--- config.mk ---
export PLATFORM = sky130hd
export DESIGN_NAME = lut_buffer_flat
export DESIGN_NICKNAME = d
export VERILOG_FILES = /design/src/rtl/lut_buffer_if.sv /design/src/rtl/lut_buffer.sv /design/src/flat_wrapper.sv
export SDC_FILE = /design/constraint.sdc
export NUM_CORES = 1
export LEC_CHECK = 0
export BUFFER_PORTS_ARGS = -buffer_cell sky130_fd_sc_hd__buf_4
export CORE_ASPECT_RATIO = 0.75
export CORE_MARGIN = 10
export CORE_UTILIZATION = 55
export CTS_CLUSTER_DIAMETER = 30
export DETAILED_ROUTE_END_ITERATION = 12
export PLACE_DENSITY_LB_ADDON = 0.12
export SLEW_MARGIN = 20
export SYNTH_ARGS = -nofsm -noshare
export SYNTH_HDL_FRONTEND = slang
export SYNTH_SLANG_ARGS = --single-unit
--- constraint.sdc ---
create_clock -name clk -period 5.84 [get_ports clk]
set_input_delay 0.876 -clock clk [delete_from_list [all_inputs] [get_ports clk]]
set_output_delay 0.876 -clock clk [all_outputs]
set_load 0.005 [all_outputs]
--- src/rtl/lut_buffer_if.sv ---
// LUT stream link between the upstream LUT source (master) and lut_buffer (slave).
interface lut_buffer_if #(
  parameter int unsigned DW = 8
) ();
  logic          start;
  logic [DW-1:0] ltdata;
  logic          ltvalid;
  logic          ltlast;
  logic          ltready;

  modport master (output ltdata, ltvalid, ltlast, input  start, ltready);
  modport slave  (input  ltdata, ltvalid, ltlast, output start, ltready);
endinterface

--- src/rtl/lut_buffer.sv ---
// LUT consumer: requests a transfer, stores the signed entry stream, checks its
// length against DEPTH, then serves one-cycle-latency random-access reads.
module lut_buffer #(
  parameter int unsigned DEPTH = 160,
  parameter int unsigned AW    = 8,
  parameter int unsigned DW    = 8
) (
  input  logic          clk,
  input  logic          rst,
  input  logic          load,
  output logic          loaded,
  output logic          err,
  input  logic          rd_en,
  input  logic [AW-1:0] rd_addr,
  output logic [DW-1:0] rd_data,
  output logic          rd_valid,
  lut_buffer_if.slave   lt
);

  localparam int unsigned CW  = $clog2(DEPTH + 1);
  localparam int unsigned AW1 = AW + 1;
  localparam logic [CW-1:0]  CNT_MAX  = CW'(DEPTH);
  localparam logic [CW-1:0]  CNT_LAST = CW'(DEPTH - 1);
  localparam logic [AW1-1:0] ADDR_LIM = AW1'(DEPTH);

  typedef enum logic [1:0] {IDLE, REQ, LOAD, DONE} state_e;

  state_e          state_q, state_d;
  logic [CW-1:0]   wr_cnt_q, wr_cnt_d;
  logic            start_q, start_d;
  logic            ltready_q, ltready_d;
  logic            loaded_q, loaded_d;
  logic            err_q, err_d;
  logic [DW-1:0]   rd_data_q, rd_data_d;
  logic            rd_valid_q, rd_valid_d;
  logic            mem_we;
  logic [AW-1:0]   wr_addr;
  logic [DW-1:0]   mem [DEPTH];

  assign wr_addr = AW'(wr_cnt_q);

  // Transfer control: next state, counter, status flags and table write enable.
  always_comb begin
    state_d  = state_q;
    wr_cnt_d = wr_cnt_q;
    loaded_d = loaded_q;
    err_d    = err_q;
    mem_we   = 1'b0;

    case (state_q)
      IDLE, DONE: begin
        if (load) begin
          state_d  = REQ;
          wr_cnt_d = '0;
          loaded_d = 1'b0;
          err_d    = 1'b0;
        end
      end
      REQ: state_d = LOAD;
      LOAD: begin
        if (lt.ltvalid && ltready_q) begin
          // Overflow beats are accepted but neither stored nor counted past DEPTH.
          if (wr_cnt_q < CNT_MAX) begin
            mem_we   = 1'b1;
            wr_cnt_d = wr_cnt_q + CW'(1);
          end
          if (lt.ltlast) begin
            state_d  = DONE;
            loaded_d = 1'b1;
            err_d    = (wr_cnt_q != CNT_LAST);
          end
        end
      end
      default: state_d = IDLE;
    endcase

    if (rst) mem_we = 1'b0;

    start_d   = (state_d == REQ);
    ltready_d = (state_d == LOAD);
  end

  // Read port; out-of-range or not-yet-loaded reads return zero.
  always_comb begin
    rd_valid_d = rd_en;
    rd_data_d  = rd_data_q;
    if (rd_en) begin
      rd_data_d = '0;
      if (loaded_q && ({1'b0, rd_addr} < ADDR_LIM)) rd_data_d = mem[rd_addr];
    end
  end

  always_ff @(posedge clk) begin
    if (rst) begin
      state_q    <= IDLE;
      wr_cnt_q   <= '0;
      start_q    <= 1'b0;
      ltready_q  <= 1'b0;
      loaded_q   <= 1'b0;
      err_q      <= 1'b0;
      rd_data_q  <= '0;
      rd_valid_q <= 1'b0;
    end else begin
      state_q    <= state_d;
      wr_cnt_q   <= wr_cnt_d;
      start_q    <= start_d;
      ltready_q  <= ltready_d;
      loaded_q   <= loaded_d;
      err_q      <= err_d;
      rd_data_q  <= rd_data_d;
      rd_valid_q <= rd_valid_d;
    end
  end

  // Table storage keeps its contents across reset.
  always_ff @(posedge clk) begin
    if (mem_we) mem[wr_addr] <= lt.ltdata;
  end

  assign lt.start   = start_q;
  assign lt.ltready = ltready_q;
  assign loaded     = loaded_q;
  assign err        = err_q;
  assign rd_data    = rd_data_q;
  assign rd_valid   = rd_valid_q;

endmodule

--- src/flat_wrapper.sv ---
// flat-port wrapper written by rule: the top's interface ports become plain ports
module lut_buffer_flat 
#(
  parameter int unsigned DEPTH = 160,
  parameter int unsigned AW    = 8,
  parameter int unsigned DW    = 8
)
  (clk, rst, load, loaded, err, rd_en, rd_addr, rd_data, rd_valid, lt_ltdata, lt_ltvalid, lt_ltlast, lt_start, lt_ltready);
  lut_buffer_if #(.DW(DW)) lt_i ();
  input  logic clk;
  input  logic rst;
  input  logic load;
  output logic loaded;
  output logic err;
  input  logic rd_en;
  input  logic [AW-1:0] rd_addr;
  output logic [DW-1:0] rd_data;
  output logic rd_valid;
  input wire logic [$bits(lt_i.ltdata)-1:0] lt_ltdata;
  input wire logic [$bits(lt_i.ltvalid)-1:0] lt_ltvalid;
  input wire logic [$bits(lt_i.ltlast)-1:0] lt_ltlast;
  output wire logic [$bits(lt_i.start)-1:0] lt_start;
  output wire logic [$bits(lt_i.ltready)-1:0] lt_ltready;
  assign lt_i.ltdata = lt_ltdata;
  assign lt_i.ltvalid = lt_ltvalid;
  assign lt_i.ltlast = lt_ltlast;
  assign lt_start = lt_i.start;
  assign lt_ltready = lt_i.ltready;
  lut_buffer #(.DEPTH(DEPTH), .AW(AW), .DW(DW)) u_core (.clk(clk), .rst(rst), .load(load), .loaded(loaded), .err(err), .rd_en(rd_en), .rd_addr(rd_addr), .rd_data(rd_data), .rd_valid(rd_valid), .lt(lt_i));
endmodule
# Word-level counts from Yosys, hierarchy flattened
# Memories as Yosys holds them, arrays and structs flattened.
# Index checks and enable logic that the tools add are counted.
# word_totals
ff_bits	23
ramBits	1280
inputBits	22
memories	1
# mem_list
name	words	word_bits	rd	rd_clocked_by_memory_dff	write_ports	line_no	source
u_core.mem	160	8	1	0	1	lut_buffer.sv:38	logic [DW-1:0] mem [DEPTH];
# classes
add_sub_neg	1
n_lt_le_gt_ge	2
n_eq_ne	10
n_mux	22
reduce_logical	7
# op_table
op	count
8-bit 2-to-1 mux	4
8-bit < comparator (second input constant)	2
8-bit one-hot mux with 2 select lines	1
1-bit 2-to-1 mux	11
8-bit by 1-bit adder with 8-bit output (second input constant)	1
8-bit != test (second input constant)	1
4-bit AND reduction	2
2-bit equality test (second input constant)	3
2-bit 2-to-1 mux	3
2-bit one-hot mux with 3 select lines	1
2-bit by 1-bit equality test with 1-bit output (second input constant)	2
2-bit by 1-bit != test with 1-bit output (second input constant)	2
2-bit != test (second input constant)	2
1-bit one-hot mux with 2 select lines	2
1-bit logical AND	2
2-bit logical NOT	1
2-bit nonzero test	1
2-bit OR reduction	1

# Logic depth before layout (Yosys ltp)
# depth
ltp_word	7
depth_mapped	11
ltp_nobuf	9

# Worst setup path before layout
# OpenSTA, ideal clock, no wires.
# synth_timing
path_kind	in2reg
start	input port rst
end	memory u_core.mem[112][0] (enable)
setup_time_ns	0.370
arrival_ns	2.537
required_ns	5.470
slack_ns	2.933
path_stages	6
path_buffers	2
path_cell_list	clkbuf_1 or2_2 nor3b_1 nand3_1 clkbuf_1 nor2_1
# synth_between
elab_chain_len	3
# synth_rtl
element	line_no	source
from (decl)	flat_wrapper.sv:11	input logic rst;
1-bit 2-to-1 mux	lut_buffer.sv:77	if (rst) mem_we = 1'b0;
1-bit 2-to-1 mux	lut_buffer.sv:117	if (mem_we) mem[wr_addr] <= lt.ltdata;
1-bit 2-to-1 mux (implied by the code)	lut_buffer.sv:117	
to (decl)	lut_buffer.sv:38	
# Every way passes these cells.

# Worst setup path in the final report
# layout_timing
start	input port rd_addr[3]
end	register u_core.rd_data_q[3], in the netlist u_core.rd_data[3]
# layout_between
elab_chain_len	3
word_cells_on_any_way	4
# layout_rtl
element	line_no	source
from (decl)	flat_wrapper.sv:16	input logic [AW-1:0] rd_addr;
parallel branches: the longest is 2 deep, another holds memory read 160 x 8 bit	--	
8-bit 2-to-1 mux (*)	lut_buffer.sv:89	if (loaded_q && ({1'b0, rd_addr} < ADDR_LIM)) rd_data_d = mem[rd_addr];
to (signal assigned)	lut_buffer.sv:110	rd_data_q <= rd_data_d;
to (decl)	lut_buffer.sv:34	logic [DW-1:0] rd_data_q, rd_data_d;
# Every way passes the cells marked *.
# A chain may end at the register's enable or synchronous reset.

==> flow_summary.ini <==
[sta]
report.final.hold_viol_count = 0
fmax_ghz = 0.256
grt_setup_unrepaired = no
final-setup-viol-count = 0
max-slew-margin-rel_pct = 16.1
final_period_utilization_pct = 66.8
setup-tns-final_ns = 0
tightest_slew_ns = 1.26
final-max-slew-violation-count = 0
timing.final.crit_period_ns = 3.90
worst_clock_skew_ns = 0.0284

[global_routing]
grt_first_pass_wirelength_um = 183000
via_count_of_the_first_global_routing_pass = 25700
initial_antenna_violation_count = 4
grt.total_usage_pct = 24.2
grt_max_degree = 102
globalRoute.totalOverflow = 0

[setup_path]
timing.critical_path.required_ns = 6.55
data_arrival_critical_path_ns = 4.61
r2r_cells = 6
worstPathMaxFanout = 44
criticalPathCategory = primary input to register
start_kind = primary input
critPathCaptureType = register

[floorplan]
initial_core_utilization_pct = 55.5
core_area_mm2 = 0.0915
dieArea_mm2 = 0.105
num_io_pins = 35
rows = 96
dieHeight_um = 283
die_width_um = 371

[layout]
fin_nets = 2616
final_layout_size_suffix_gt1_share_pct = 25.8
utilization_pct = 63.9
fillerInstances = 6145
num_antenna_cells = 0
area_growth_pct = 15.1

[synth]
synthCells = 2445
syn_area_per_cell_um2 = 20.8
edff_count_synth = 1280
synthDistinctLibCells = 64
synth_sequential_area_ratio_pct = 76.6
ys.flop_type = edfxtp_1
synth_nets = 2472
synth-warning-count = 0
synth-async-reset-ratio_pct = 0
yosys_register_bits = 1303
synth.cell_area_mm2 = 0.0508

[clock_network]
cts-resized-gates = 0
cts_made_buffers = 183
clk_root_buffer_cell = clkbuf_16
cts_hold_repair.buffers = 0
clkTransAtPathRegs_ns = 0.05
cts_setup_buffers = 0
tritoncts = built
h-tree-depth = 4
cts.sinks = 1303
clock_path_buffers = 3
clock_latency_on_the_worst_skew_pair_ns = 0.78

[worst_hold_path]
hold_class = primary input to register
worst_hold_path.num_cells = 2

[run]
cap_viol_max_count = 0

[pwr]
power_per_cell_area_mw_per_mm2 = 383
max-vdd-ir-drop_mv = 0.303
total_leakage_power_nw = 18.5
power.total_w = 0.0224

[placed_design]
finalWeightedCongestion = 0.835
numPortBuffers = 34
dpl.hpwl_um = 76900

[routing]
drt-vias-per-instance = 6.45
drtAntennaViolNets = 0
routed_wirelength_um = 127000
drc_errors = 0
first_pass_iteration_count_of_the_detailed_router = 5
drtIter0Drc = 3112
via_count = 25600
route.detailed.wl_per_inst_um = 32.0

[status]
run_status = finished clean
placed cells by master (no fill, tap or decap), types with 7 or more instances in the layout:
cell        instances
mux2i_1            87
o21ai_0            16
nor2_1            193
clkbuf_16         188
buf_4              84
nand4_1             9
a32o_1             10
inv_6              17
o22ai_1            23
o221ai_1           13
a21oi_1            32
a211oi_1           20
inv_8               7
and3_1              7
clkbuf_1           11
mux4_2            295
clkinv_1           20
clkinv_2           19
nand2_1            98
mux4_1              7
a22oi_1            27
nand2b_1            7
inv_1               7
clkinvlp_4         26
nand3_1            27
a31oi_1            10
bufinv_16          19
edfxtp_1         1280
clkinv_4           27
nor2b_1            24
dfxtp_1            23
nor3_1              8
registers in the layout (all words and copies together), names as in the netlist:
| name | flops |
|---|---|
| u_core.lt.ltready | 1 |
| u_core.wr_addr | 8 |
| u_core.err | 1 |
| u_core.rd_valid | 1 |
| u_core.rd_data | 8 |
| u_core.mem | 1280 |
| u_core.state_q | 2 |
| u_core.loaded | 1 |
| u_core.lt.start | 1 |
layout make-up:
cell class / instances / area (µm²) / share of cell area, %
Timing Repair Buffer: 92 / 788 / 1.35
Tap cell: 1225 / 1530 / 2.62
Inverter: 9 / 33.8 / 0.0578
Clock inverter: 137 / 1430 / 2.45
Multi-Input combinational cell: 1000 / 11000 / 18.9
Sequential cell: 1303 / 38900 / 66.5
Clock buffer: 199 / 4750 / 8.12
where the power goes:
group / internal, W / switching, W / leakage (nW)
clock: 0.00678 / 0.00423 / 2.95
sequential: 0.0103 / 0.0000174 / 11.7
combinational: 0.000360 / 0.000712 / 3.84
cells by family after synthesis:
logic type      share of synthesized area, %
simple gates                            3.59
compound gates                          2.57
xor+xnor                               0.103
flops                                   76.6
mux                                     15.3
fa+ha+maj                              0.123
buf+inv                                 1.74
worst paths after layout:
path	endpoint	startpoint	slack (ns)
setup reg to reg	u_core.mem[126][6]	u_core.wr_addr[5]	2.00
setup / recovery	u_core.rd_data[3]	rd_addr[3]	1.94
hold / removal	u_core.rd_data[1]	rd_en	0.38
hold reg to reg	u_core.rd_data[1]	u_core.rd_data[1]	0.50
metal layers:
metal	vias up	share of wire (%)	track usage, %
met4	6	2.6	7.94
met1	13500	41	34.4
met2	1337	45	35.0
met5	-	0.033	0
met3	214	11	8.60
li1	10500	-	-
Yosys cell counts (all sizes together) (9+ instances only):
library cell / n / area share, %
a21oi: 32 / 0.32
nor2: 194 / 1.4
mux4: 302 / 13
nand4: 9 / 0.11
nand3: 27 / 0.27
edfxtp: 1280 / 76
nor2b: 25 / 0.31
o221ai: 13 / 0.22
mux2i: 87 / 1.7
a32o: 10 / 0.20
dfxtp: 23 / 0.91
clkbuf: 46 / 0.35
o21ai: 17 / 0.17
nand2: 98 / 0.72
buf: 87 / 1.3
a22oi: 27 / 0.40
o22ai: 23 / 0.28
inv: 9 / 0.067
a31oi: 10 / 0.12
a211oi: 20 / 0.30
critical path, cell delays in order:
cell     delay (ns)
buf_4          0.33
and2_1         0.69
nand2_1        0.42
o22ai_1        0.11
nor4b_1        0.74
nor4b_1        0.86
o41ai_1        0.32
a21oi_1        0.19
per-stage QoR:
step | setup WS [ns] | hold WS, ns | std cells | instance area (µm²)
after CTS | 2.07 | 0.330 | 3964 | 58400
final | 1.94 | 0.379 | 3965 | 58400
after global placement | 1.37 | 0.479 | 3628 | 52200
after global routing | 1.79 | 0.370 | 3965 | 58400
after floorplan | 2.93 | 0.470 | 2445 | 50800
after detailed placement | 1.36 | 0.480 | 3628 | 52200
No activity file was read; power rests on OpenSTA's default activity.
